`config.mk`:
```
export PLATFORM = sky130hd
export DESIGN_NAME = vga_scanout
export DESIGN_NICKNAME = d
export VERILOG_FILES = /design/src/rtl/vga_scanout.sv
export SDC_FILE = /design/constraint.sdc
export NUM_CORES = 1
export LEC_CHECK = 0
export BUFFER_PORTS_ARGS = -buffer_cell sky130_fd_sc_hd__buf_2
export CAP_MARGIN = 20
export CORE_UTILIZATION = 25
export CTS_CLUSTER_SIZE = 28
export DETAILED_ROUTE_END_ITERATION = 12
export GPL_ROUTABILITY_DRIVEN = 0
export PLACE_DENSITY = 0.53
export REMOVE_ABC_BUFFERS = 1
export SLEW_MARGIN = 10
export SYNTH_ARGS = -nofsm -noshare
export SYNTH_HDL_FRONTEND = slang
export SYNTH_SLANG_ARGS = --single-unit
export TNS_END_PERCENT = 100
```
`constraint.sdc`:
```
create_clock -name Clock -period 3.8 [get_ports Clock]
set_input_delay 0 -clock Clock [delete_from_list [all_inputs] [get_ports Clock]]
set_output_delay 0 -clock Clock [all_outputs]
set_load 0.01 [all_outputs]
```
`src/rtl/vga_scanout.sv`:
```
// vga_scanout - VGA timing generator and framebuffer scanout stage.
//
// Walks a raster of H_TOTAL x V_TOTAL pixel ticks. For every visible pixel it
// issues a framebuffer word address, unpacks the returned RGB332 byte with
// integer upscaling, and drives 4:4:4 RGB plus active-low syncs. A pixel
// position reaches the outputs exactly two ticks after the counters show it.
//
// Ports:
//   Clock       system clock (shared with the cpu framebuffer port)
//   Reset       asynchronous, active-high reset
//   GPUAddress  framebuffer word address (held during blanking)
//   GPUData     framebuffer word, valid one Clock after GPUAddress
//   VGARed      4-bit red
//   VGAGreen    4-bit green
//   VGABlue     4-bit blue
//   VGAHSync    horizontal sync, active low
//   VGAVSync    vertical sync, active low
//   FrameStart  one-Clock pulse when pixel (0,0) reaches the outputs
module vga_scanout #(
  parameter int H_ACTIVE   = 640,
  parameter int H_FRONT    = 16,
  parameter int H_SYNC     = 96,
  parameter int H_BACK     = 48,
  parameter int V_ACTIVE   = 480,
  parameter int V_FRONT    = 10,
  parameter int V_SYNC     = 2,
  parameter int V_BACK     = 33,
  parameter int SCALE      = 2,
  parameter int CLK_DIV    = 2,
  parameter int ADDR_WIDTH = 16
) (
  input  logic                  Clock,
  input  logic                  Reset,
  output logic [ADDR_WIDTH-1:0] GPUAddress,
  input  logic [31:0]           GPUData,
  output logic [3:0]            VGARed,
  output logic [3:0]            VGAGreen,
  output logic [3:0]            VGABlue,
  output logic                  VGAHSync,
  output logic                  VGAVSync,
  output logic                  FrameStart
);

  localparam int H_TOTAL        = H_ACTIVE + H_FRONT + H_SYNC + H_BACK;
  localparam int V_TOTAL        = V_ACTIVE + V_FRONT + V_SYNC + V_BACK;
  localparam int FB_W           = H_ACTIVE / SCALE;
  localparam int WORDS_PER_LINE = FB_W / 4;

  localparam int HW       = $clog2(H_TOTAL);
  localparam int VW       = $clog2(V_TOTAL);
  localparam int DW       = $clog2(CLK_DIV);
  localparam int SCALE_SH = $clog2(SCALE);
  localparam int LW       = (SCALE > 1) ? $clog2(SCALE) : 1;

  localparam logic [HW-1:0] H_LAST     = HW'(H_TOTAL - 1);
  localparam logic [HW-1:0] H_ACT      = HW'(H_ACTIVE);
  localparam logic [HW-1:0] H_SYNC_BEG = HW'(H_ACTIVE + H_FRONT);
  localparam logic [HW-1:0] H_SYNC_END = HW'(H_ACTIVE + H_FRONT + H_SYNC);
  localparam logic [VW-1:0] V_LAST     = VW'(V_TOTAL - 1);
  localparam logic [VW-1:0] V_ACT      = VW'(V_ACTIVE);
  localparam logic [VW-1:0] V_ACT_LAST = VW'(V_ACTIVE - 1);
  localparam logic [VW-1:0] V_SYNC_BEG = VW'(V_ACTIVE + V_FRONT);
  localparam logic [VW-1:0] V_SYNC_END = VW'(V_ACTIVE + V_FRONT + V_SYNC);
  localparam logic [DW-1:0] D_LAST     = DW'(CLK_DIV - 1);
  localparam logic [LW-1:0] L_LAST     = LW'(SCALE - 1);
  localparam logic [ADDR_WIDTH-1:0] WPL = ADDR_WIDTH'(WORDS_PER_LINE);

  // RGB332 -> RGB444 by replicating the top bits into the missing LSBs.
  function automatic logic [11:0] rgb332_expand(input logic [7:0] p);
    return {p[7:5], p[7], p[4:2], p[4], p[1:0], p[1:0]};
  endfunction

  // Tick divider and stage-0 raster state
  logic [DW-1:0]         div_r;
  logic [HW-1:0]         hcount_r;
  logic [VW-1:0]         vcount_r;
  logic [LW-1:0]         linerep_r;
  logic [ADDR_WIDTH-1:0] rowbase_r;

  // Stage-0 decode
  logic                  tick_s;
  logic                  h_wrap_s;
  logic                  v_wrap_s;
  logic                  active_s;
  logic                  hsync_pulse_s;
  logic                  vsync_pulse_s;
  logic                  first_s;
  logic [HW-1:0]         col_s;
  logic [ADDR_WIDTH-1:0] word_off_s;

  // Stage-1 registers
  logic [ADDR_WIDTH-1:0] addr_r;
  logic [1:0]            pixsel_r;
  logic                  active_1_r;
  logic                  hsync_1_r;
  logic                  vsync_1_r;
  logic                  first_1_r;

  // Stage-2 selection and output registers
  logic [7:0]            pixel_s;
  logic [11:0]           rgb_s;
  logic [3:0]            red_r;
  logic [3:0]            green_r;
  logic [3:0]            blue_r;
  logic                  hsync_n_r;
  logic                  vsync_n_r;
  logic                  frame_start_r;

  // Stage-0 decode of the raster position (sync flags are active-high here)
  always_comb begin
    tick_s        = (div_r == D_LAST);
    h_wrap_s      = (hcount_r == H_LAST);
    v_wrap_s      = (vcount_r == V_LAST);
    active_s      = (hcount_r < H_ACT) && (vcount_r < V_ACT);
    hsync_pulse_s = (hcount_r >= H_SYNC_BEG) && (hcount_r < H_SYNC_END);
    vsync_pulse_s = (vcount_r >= V_SYNC_BEG) && (vcount_r < V_SYNC_END);
    first_s       = (hcount_r == '0) && (vcount_r == '0);
    col_s         = hcount_r >> SCALE_SH;
    word_off_s    = ADDR_WIDTH'(col_s >> 2'd2);
  end

  // Pixel-tick divider
  always_ff @(posedge Clock or posedge Reset) begin
    if (Reset) begin
      div_r <= '0;
    end else if (tick_s) begin
      div_r <= '0;
    end else begin
      div_r <= div_r + DW'(1'b1);
    end
  end

  // Raster counters, line-repeat counter and framebuffer row base
  always_ff @(posedge Clock or posedge Reset) begin
    if (Reset) begin
      hcount_r  <= '0;
      vcount_r  <= '0;
      linerep_r <= '0;
      rowbase_r <= '0;
    end else if (tick_s) begin
      if (h_wrap_s) begin
        hcount_r <= '0;
        if (v_wrap_s) begin
          vcount_r <= '0;
        end else begin
          vcount_r <= vcount_r + VW'(1'b1);
        end
        // Leaving the last visible line rewinds the row base right away, so
        // it never steps past the final framebuffer row.
        if (v_wrap_s || (vcount_r == V_ACT_LAST)) begin
          linerep_r <= '0;
          rowbase_r <= '0;
        end else if (vcount_r < V_ACT) begin
          if (linerep_r == L_LAST) begin
            linerep_r <= '0;
            rowbase_r <= rowbase_r + WPL;
          end else begin
            linerep_r <= linerep_r + LW'(1'b1);
          end
        end
      end else begin
        hcount_r <= hcount_r + HW'(1'b1);
      end
    end
  end

  // Stage 1: framebuffer address plus the control that must follow the data
  always_ff @(posedge Clock or posedge Reset) begin
    if (Reset) begin
      addr_r     <= '0;
      pixsel_r   <= '0;
      active_1_r <= 1'b0;
      hsync_1_r  <= 1'b0;
      vsync_1_r  <= 1'b0;
      first_1_r  <= 1'b0;
    end else if (tick_s) begin
      // Address only moves on visible pixels; blanking holds the last word.
      if (active_s) begin
        addr_r <= rowbase_r + word_off_s;
      end
      pixsel_r   <= col_s[1:0];
      active_1_r <= active_s;
      hsync_1_r  <= hsync_pulse_s;
      vsync_1_r  <= vsync_pulse_s;
      first_1_r  <= first_s;
    end
  end

  // Stage 2: byte select within the returned word and blanking
  always_comb begin
    pixel_s = GPUData[7:0];
    case (pixsel_r)
      2'd0:    pixel_s = GPUData[7:0];
      2'd1:    pixel_s = GPUData[15:8];
      2'd2:    pixel_s = GPUData[23:16];
      2'd3:    pixel_s = GPUData[31:24];
      default: pixel_s = GPUData[7:0];
    endcase
    if (active_1_r) begin
      rgb_s = rgb332_expand(pixel_s);
    end else begin
      rgb_s = 12'h000;
    end
  end

  // Stage 2: registered video outputs and the frame-start strobe
  always_ff @(posedge Clock or posedge Reset) begin
    if (Reset) begin
      red_r         <= 4'h0;
      green_r       <= 4'h0;
      blue_r        <= 4'h0;
      hsync_n_r     <= 1'b1;
      vsync_n_r     <= 1'b1;
      frame_start_r <= 1'b0;
    end else begin
      // Strobe only on the tick edge itself, so it lasts one Clock.
      frame_start_r <= tick_s & first_1_r;
      if (tick_s) begin
        red_r     <= rgb_s[11:8];
        green_r   <= rgb_s[7:4];
        blue_r    <= rgb_s[3:0];
        hsync_n_r <= ~hsync_1_r;
        vsync_n_r <= ~vsync_1_r;
      end
    end
  end

  assign GPUAddress = addr_r;
  assign VGARed     = red_r;
  assign VGAGreen   = green_r;
  assign VGABlue    = blue_r;
  assign VGAHSync   = hsync_n_r;
  assign VGAVSync   = vsync_n_r;
  assign FrameStart = frame_start_r;

endmodule

```
# Word level (Yosys, flattened, before mapping)
# Index checks and enable logic that the tools add are counted.
# op_classes
n_eq_ne,6
magnitude_cmp,6
bitwise_logic,3
reduce_logical,14
addsub,6
muxes,11
# op_table
operator,n
two-way mux 16 bit,3
one-hot mux 8 bit (4 select lines),1
"adder 10 x 1 -> 10 bit, second input constant",2
"equality test 10 bit, second input constant",2
logical NOT 10 bit,2
"< comparator 10 bit, second input constant",2
"< comparator 10 x 9 -> 1 bit, second input constant",2
two-way mux 10 bit,2
adder 16 x 7 -> 16 bit,1
"adder 16 x 7 -> 16 bit, second input constant",1
two-way mux 12 bit,1
"equality test 10 x 9 -> 1 bit, second input constant",1
">= comparator 10 bit, second input constant",1
">= comparator 10 x 9 -> 1 bit, second input constant",1
"equality test 2 bit, second input constant",2
logical AND 1 bit,4
two-way mux 1 bit,4
AND reduction 2 bit,2
AND reduction 4 bit,1
nonzero test 2 bit,2
AND reduction 3 bit,1
"adder 1 bit, second input constant",2
"equality test 2 x 1 -> 1 bit, second input constant",1
logical NOT 2 bit,1
3 further kinds,4
# totals
input_bits,34
output_inout_bits,31
word_cells,63
ff_bits,75

# Depth between registers and ports, before layout
# logic_depth
depth_word,4
ltp_mapped,7
depth_no_buf,7

# Worst setup path after synthesis
# Ideal clock, no wire load.
# synth_path
kind,reg-to-reg
from,register vcount_r[1]
to,register rowbase_r[15]
slack_ps,2078
required_time_ps,3665
t_arrival_ps,1587
stages_incl_launch_ff,7
path_buffers,0
setup_ps,135
period_less_slack_ps,1722
cell_sequence,dfrtp_1 > ha_1 > nand4_1 > nor4b_4 > o2111ai_4 > o311ai_1 > o31ai_1
# synth_via
elab_chain_cells,4
word_cells_on_any_way,8
classes_between,1 x order compare; 2 x eq/ne; 1 x mux; 4 x reduce/logical
# synth_rtl
item,line,rtl
from (decl),76,logic [VW-1:0] vcount_r;
from (signal assigned),146,vcount_r <= vcount_r + VW'(1'b1);
"parallel branches: the longest is 4 deep, another holds < comparator 10 x 9 -> 1 bit",-,
to (signal assigned),156,rowbase_r <= rowbase_r + WPL;
to (decl),78,logic [ADDR_WIDTH-1:0] rowbase_r;
# Parallel ways; which one is timed is not known.
# A chain may end at the register's enable or synchronous reset.

# Worst setup path after layout
# layout_path
from,register hcount_r[0]
to,register rowbase_r[11]
# layout_via
elab_chain_cells,2
# layout_rtl
item,line,rtl
from (decl),75,logic [HW-1:0] hcount_r;
from (signal assigned),162,hcount_r <= hcount_r + HW'(1'b1);
equality test 10 bit,112,h_wrap_s = (hcount_r == H_LAST);
AND reduction 4 bit (no source line),-,
# No other way between the ends.

==> results.toml <==
[sta]
fin_crit_sh_pct = 62.8
max-slew-margin-rel_pct = 46.2
clock-skew-final_ns = 0.00716
timing_max_transition_violations_final = 0
rsz0062_at_grt = "no"
max_slew.worst_pin.slew_ns = 0.806
hold_viol_final = 0
timing.final.crit_period_ns = 2.38
fmaxAchievable_mhz = 419
setup_viol = 0
totalNegativeSetupSlack_ns = 0

[finish]
register_area_um2 = 1680
post_route_cells_drive_above_1_share_pct = 27.3
final_nets = 441
syn2layout_area_growth_pct = 22.1
fillerInstances = 1415
insertedDiodeCount = 0
postLayoutCoreUtil_pct = 31.1
multi_input_gate_area_in_the_final_layout_um2 = 1670

[routing]
post_drt_wl_per_cell_um = 12.9
drc_marker_count_from_the_first_detailed_route_iteration = 175
firstDrtPassIters = 4
viasPerCell = 4.62
postRouteWirelength_mm = 7.54
route.antenna.remaining_nets = 0
drc_errors = 0
total_via_count_after_detailed_routing = 2696

[yosys]
synth.cell_area_um2 = 3520
ys_dominant_reg_cell = "sky130_fd_sc_hd__dfrtp_1"
avgSynthCellArea_um2 = 10.4
async_flop_share_pct = 100
ys_ff_latch = 67
syn-instance-count = 339
ys_seq_area_share_pct = 47.7
netlist-cell-type-count = 53
yosys_synthesis_warning_count = 0
number_of_synthesized_flops_with_an_enable_pin = 0

[global_routing]
grtUsageMet1_pct = 14.6
grt-ovfl-total = 0
grt_antenna_before_repair = 0
grt_pass1_wl_mm = 13.3
met2_usage_pct = 18.5
grt_busiest_layer = "met2"
grt_start_max_net_pins = 39
grt_usage_pct = 11.5
gr-usage-met3_pct = 1.89
grt_pass1_vias = 2718

[power_and_ir_drop]
power-per-cell-area_nw_per_um2 = 370
power_mw = 1.59
vdd_ir_drop_max_mv = 0.177
share_comb_of_total_power_pct = 3.5
power_leakage_nw = 1.94
cell_internal_pwr_mw = 1.26
power.share.sequential_pct = 45.3
netSwitchingPower_mw = 0.334
pwr-share-clk_pct = 51.2
p_sw_share_pct = 21.0

[critical_path]
critPathMaxFanout = 20
required_worst_endpoint_ns = 4.00
critPathKind = "register to register"
crit_path_start_kind = "register"
worst_setup_path_end_kind = "register"
cp_data_arrival_time_ns = 2.59

[floorplan]
die_h_um = 121
die_area_um2 = 14600
rows = 43
initial_cell_density_of_the_core_pct = 25.5
die_width_um = 121
coreArea_um2 = 13800
boundaryPins = 65

[clock_network]
cts_setup_buffers = 0
clock_tree.buffer_depth = 2
cts-root-buf = "sky130_fd_sc_hd__clkbuf_16"
clock_tree_from_tritoncts = "done"
cts_sinks = 67
cts_inserted_buffers = 9
clkLatencyLatePin_ns = 0.34
total_number_of_h_tree_levels = 3
path_clk_slew_ns = 0.06

[place]
place_hpwl_mm = 5.45
io_port_bufs = 64

[min_path]
min_path_type = "input pin to register"

[flow_run]
max-cap-violations = 0

[outcome]
run_status = "completed"
-- routing by layer --
metal,share of wire [%],vias to the layer above
met1,47,1290
met2,48,45
met4,2.2,0
li1,-,1347
met3,3.5,14
met5,0,-
-- cell type report --
| class | count | area share [%] |
|---|---|---|
| Clock buffer | 13 | 6.52 |
| Inverter | 18 | 1.57 |
| Timing Repair Buffer | 68 | 8.21 |
| Tap cell | 180 | 5.24 |
| Sequential cell | 67 | 39.1 |
| Clock inverter | 3 | 0.466 |
| Multi-Input combinational cell | 234 | 38.9 |
-- kinds of logic (layout without fill, tap and decap cells) --
family	Yosys count	after routing	share of synthesized area, %
mux	19	19	8.53
compound gates	67	67	12.7
buf+inv	38	102	4.80
flops	67	67	47.7
fa+ha+maj	9	9	3.20
simple gates	117	117	17.7
xor+xnor	22	22	5.47
-- state kept, by name, indices dropped and copies added (netlist names), 2 cells and up --
name        flops
vcount_r       10
VGABlue         2
VGARed          3
VGAGreen        3
hcount_r       10
rowbase_r      12
pixsel_r        2
GPUAddress     16
-- placed cells by master (no fill, tap or decap), types with 2 or more instances in the layout --
cell type	count
sky130_fd_sc_hd__dfrtp_1	65
sky130_fd_sc_hd__buf_2	64
sky130_fd_sc_hd__o21ai_0	31
sky130_fd_sc_hd__nand2_1	27
sky130_fd_sc_hd__nand3_1	25
sky130_fd_sc_hd__nor2_1	20
sky130_fd_sc_hd__xnor2_1	19
sky130_fd_sc_hd__inv_1	16
sky130_fd_sc_hd__nand4_1	12
sky130_fd_sc_hd__ha_1	9
sky130_fd_sc_hd__clkbuf_16	9
sky130_fd_sc_hd__mux4_2	8
sky130_fd_sc_hd__mux2_2	8
sky130_fd_sc_hd__o31ai_1	7
sky130_fd_sc_hd__a21oi_1	6
sky130_fd_sc_hd__nor3_1	6
sky130_fd_sc_hd__and3_1	5
sky130_fd_sc_hd__o211ai_1	4
sky130_fd_sc_hd__clkbuf_8	4
sky130_fd_sc_hd__xor2_1	3
sky130_fd_sc_hd__or3_1	3
sky130_fd_sc_hd__mux2i_1	3
sky130_fd_sc_hd__a31oi_1	3
sky130_fd_sc_hd__nor2b_1	3
sky130_fd_sc_hd__buf_4	3
sky130_fd_sc_hd__dfstp_2	2
sky130_fd_sc_hd__o2111ai_1	2
sky130_fd_sc_hd__and2_1	2
sky130_fd_sc_hd__nand3b_1	2
sky130_fd_sc_hd__o311ai_1	2
sky130_fd_sc_hd__o21ai_1	2
sky130_fd_sc_hd__o2bb2ai_1	2
sky130_fd_sc_hd__clkinvlp_4	2
-- worst paths after layout --
check | start | to | slack, ns | cells past startpoint
max | hcount_r[0] | rowbase_r[11] | 1.42 | 6
min | GPUData[20] | VGAGreen[0] | 0.12 | 4
max reg2reg | hcount_r[0] | rowbase_r[11] | 1.42 | 6
min reg2reg | vsync_1_r | VGAVSync | 0.43 | 1
max in group asynchronous | Reset | VGAVSync | 2.56 | 4
min in group asynchronous | Reset | GPUAddress[4] | 0.29 | 3
-- cells in the mapped netlist, types with 3 or more instances --
cell	instances	area share, %
sky130_fd_sc_hd__a21oi_1	6	0.85
sky130_fd_sc_hd__a31oi_1	3	0.53
sky130_fd_sc_hd__and3_1	5	0.89
sky130_fd_sc_hd__buf_2	6	0.85
sky130_fd_sc_hd__buf_4	5	1.1
sky130_fd_sc_hd__clkbuf_1	7	0.75
sky130_fd_sc_hd__dfrtp_1	65	46
sky130_fd_sc_hd__ha_1	9	3.2
sky130_fd_sc_hd__inv_1	17	1.8
sky130_fd_sc_hd__mux2_2	8	2.6
sky130_fd_sc_hd__mux2i_1	3	0.85
sky130_fd_sc_hd__mux4_2	8	5.1
sky130_fd_sc_hd__nand2_1	27	2.9
sky130_fd_sc_hd__nand3_1	25	3.6
sky130_fd_sc_hd__nand4_1	12	2.1
sky130_fd_sc_hd__nor2_1	20	2.1
sky130_fd_sc_hd__nor2b_1	3	0.53
sky130_fd_sc_hd__nor3_1	6	0.85
sky130_fd_sc_hd__o211ai_1	4	0.85
sky130_fd_sc_hd__o21ai_0	31	4.4
sky130_fd_sc_hd__o31ai_1	7	1.5
sky130_fd_sc_hd__or3_1	3	0.53
sky130_fd_sc_hd__xnor2_1	19	4.7
sky130_fd_sc_hd__xor2_1	3	0.75
-- worst max-delay path: stages, from the launching register on --
cell                       delay [ns]
sky130_fd_sc_hd__dfrtp_1         0.40
sky130_fd_sc_hd__ha_1            0.24
sky130_fd_sc_hd__and4_1          0.22
sky130_fd_sc_hd__and3_1          0.69
sky130_fd_sc_hd__nand2_2         0.24
sky130_fd_sc_hd__o311ai_1        0.35
sky130_fd_sc_hd__o31ai_1         0.11
-- stage by stage --
step                area (µm²)  instances  setup WS (ns)  hold WS [ns]
finish                    4300        583           1.42         0.121
floorplan                 3420        319           1.60         0.347
global route              4300        583           1.24         0.146
CTS                       4300        583           1.42         0.118
detailed placement        3990        566           1.44         0.127
global placement          3990        566           1.51         0.117
-- power groups by stage --
| stage | Clock, mW | Combinational (mW) | Sequential [mW] |
|---|---|---|---|
| 2_1_floorplan | 0 | 0.0228 | 0.737 |
| 3_3_place_gp | 0 | 0.0549 | 0.733 |
| 3_5_place_dp | 0 | 0.0563 | 0.734 |
| 4_1_cts | 0.836 | 0.0571 | 0.721 |
| 5_1_grt | 0.860 | 0.0628 | 0.721 |
| 6_report | 0.815 | 0.0551 | 0.721 |
-- repair_timing --
action                     CTS  global route
setup endpoints to repair    0             0
hold buffers                 1             0
hold endpoints to repair    29             0
resized for setup            0             0
No activity file was read; power rests on OpenSTA's default activity.
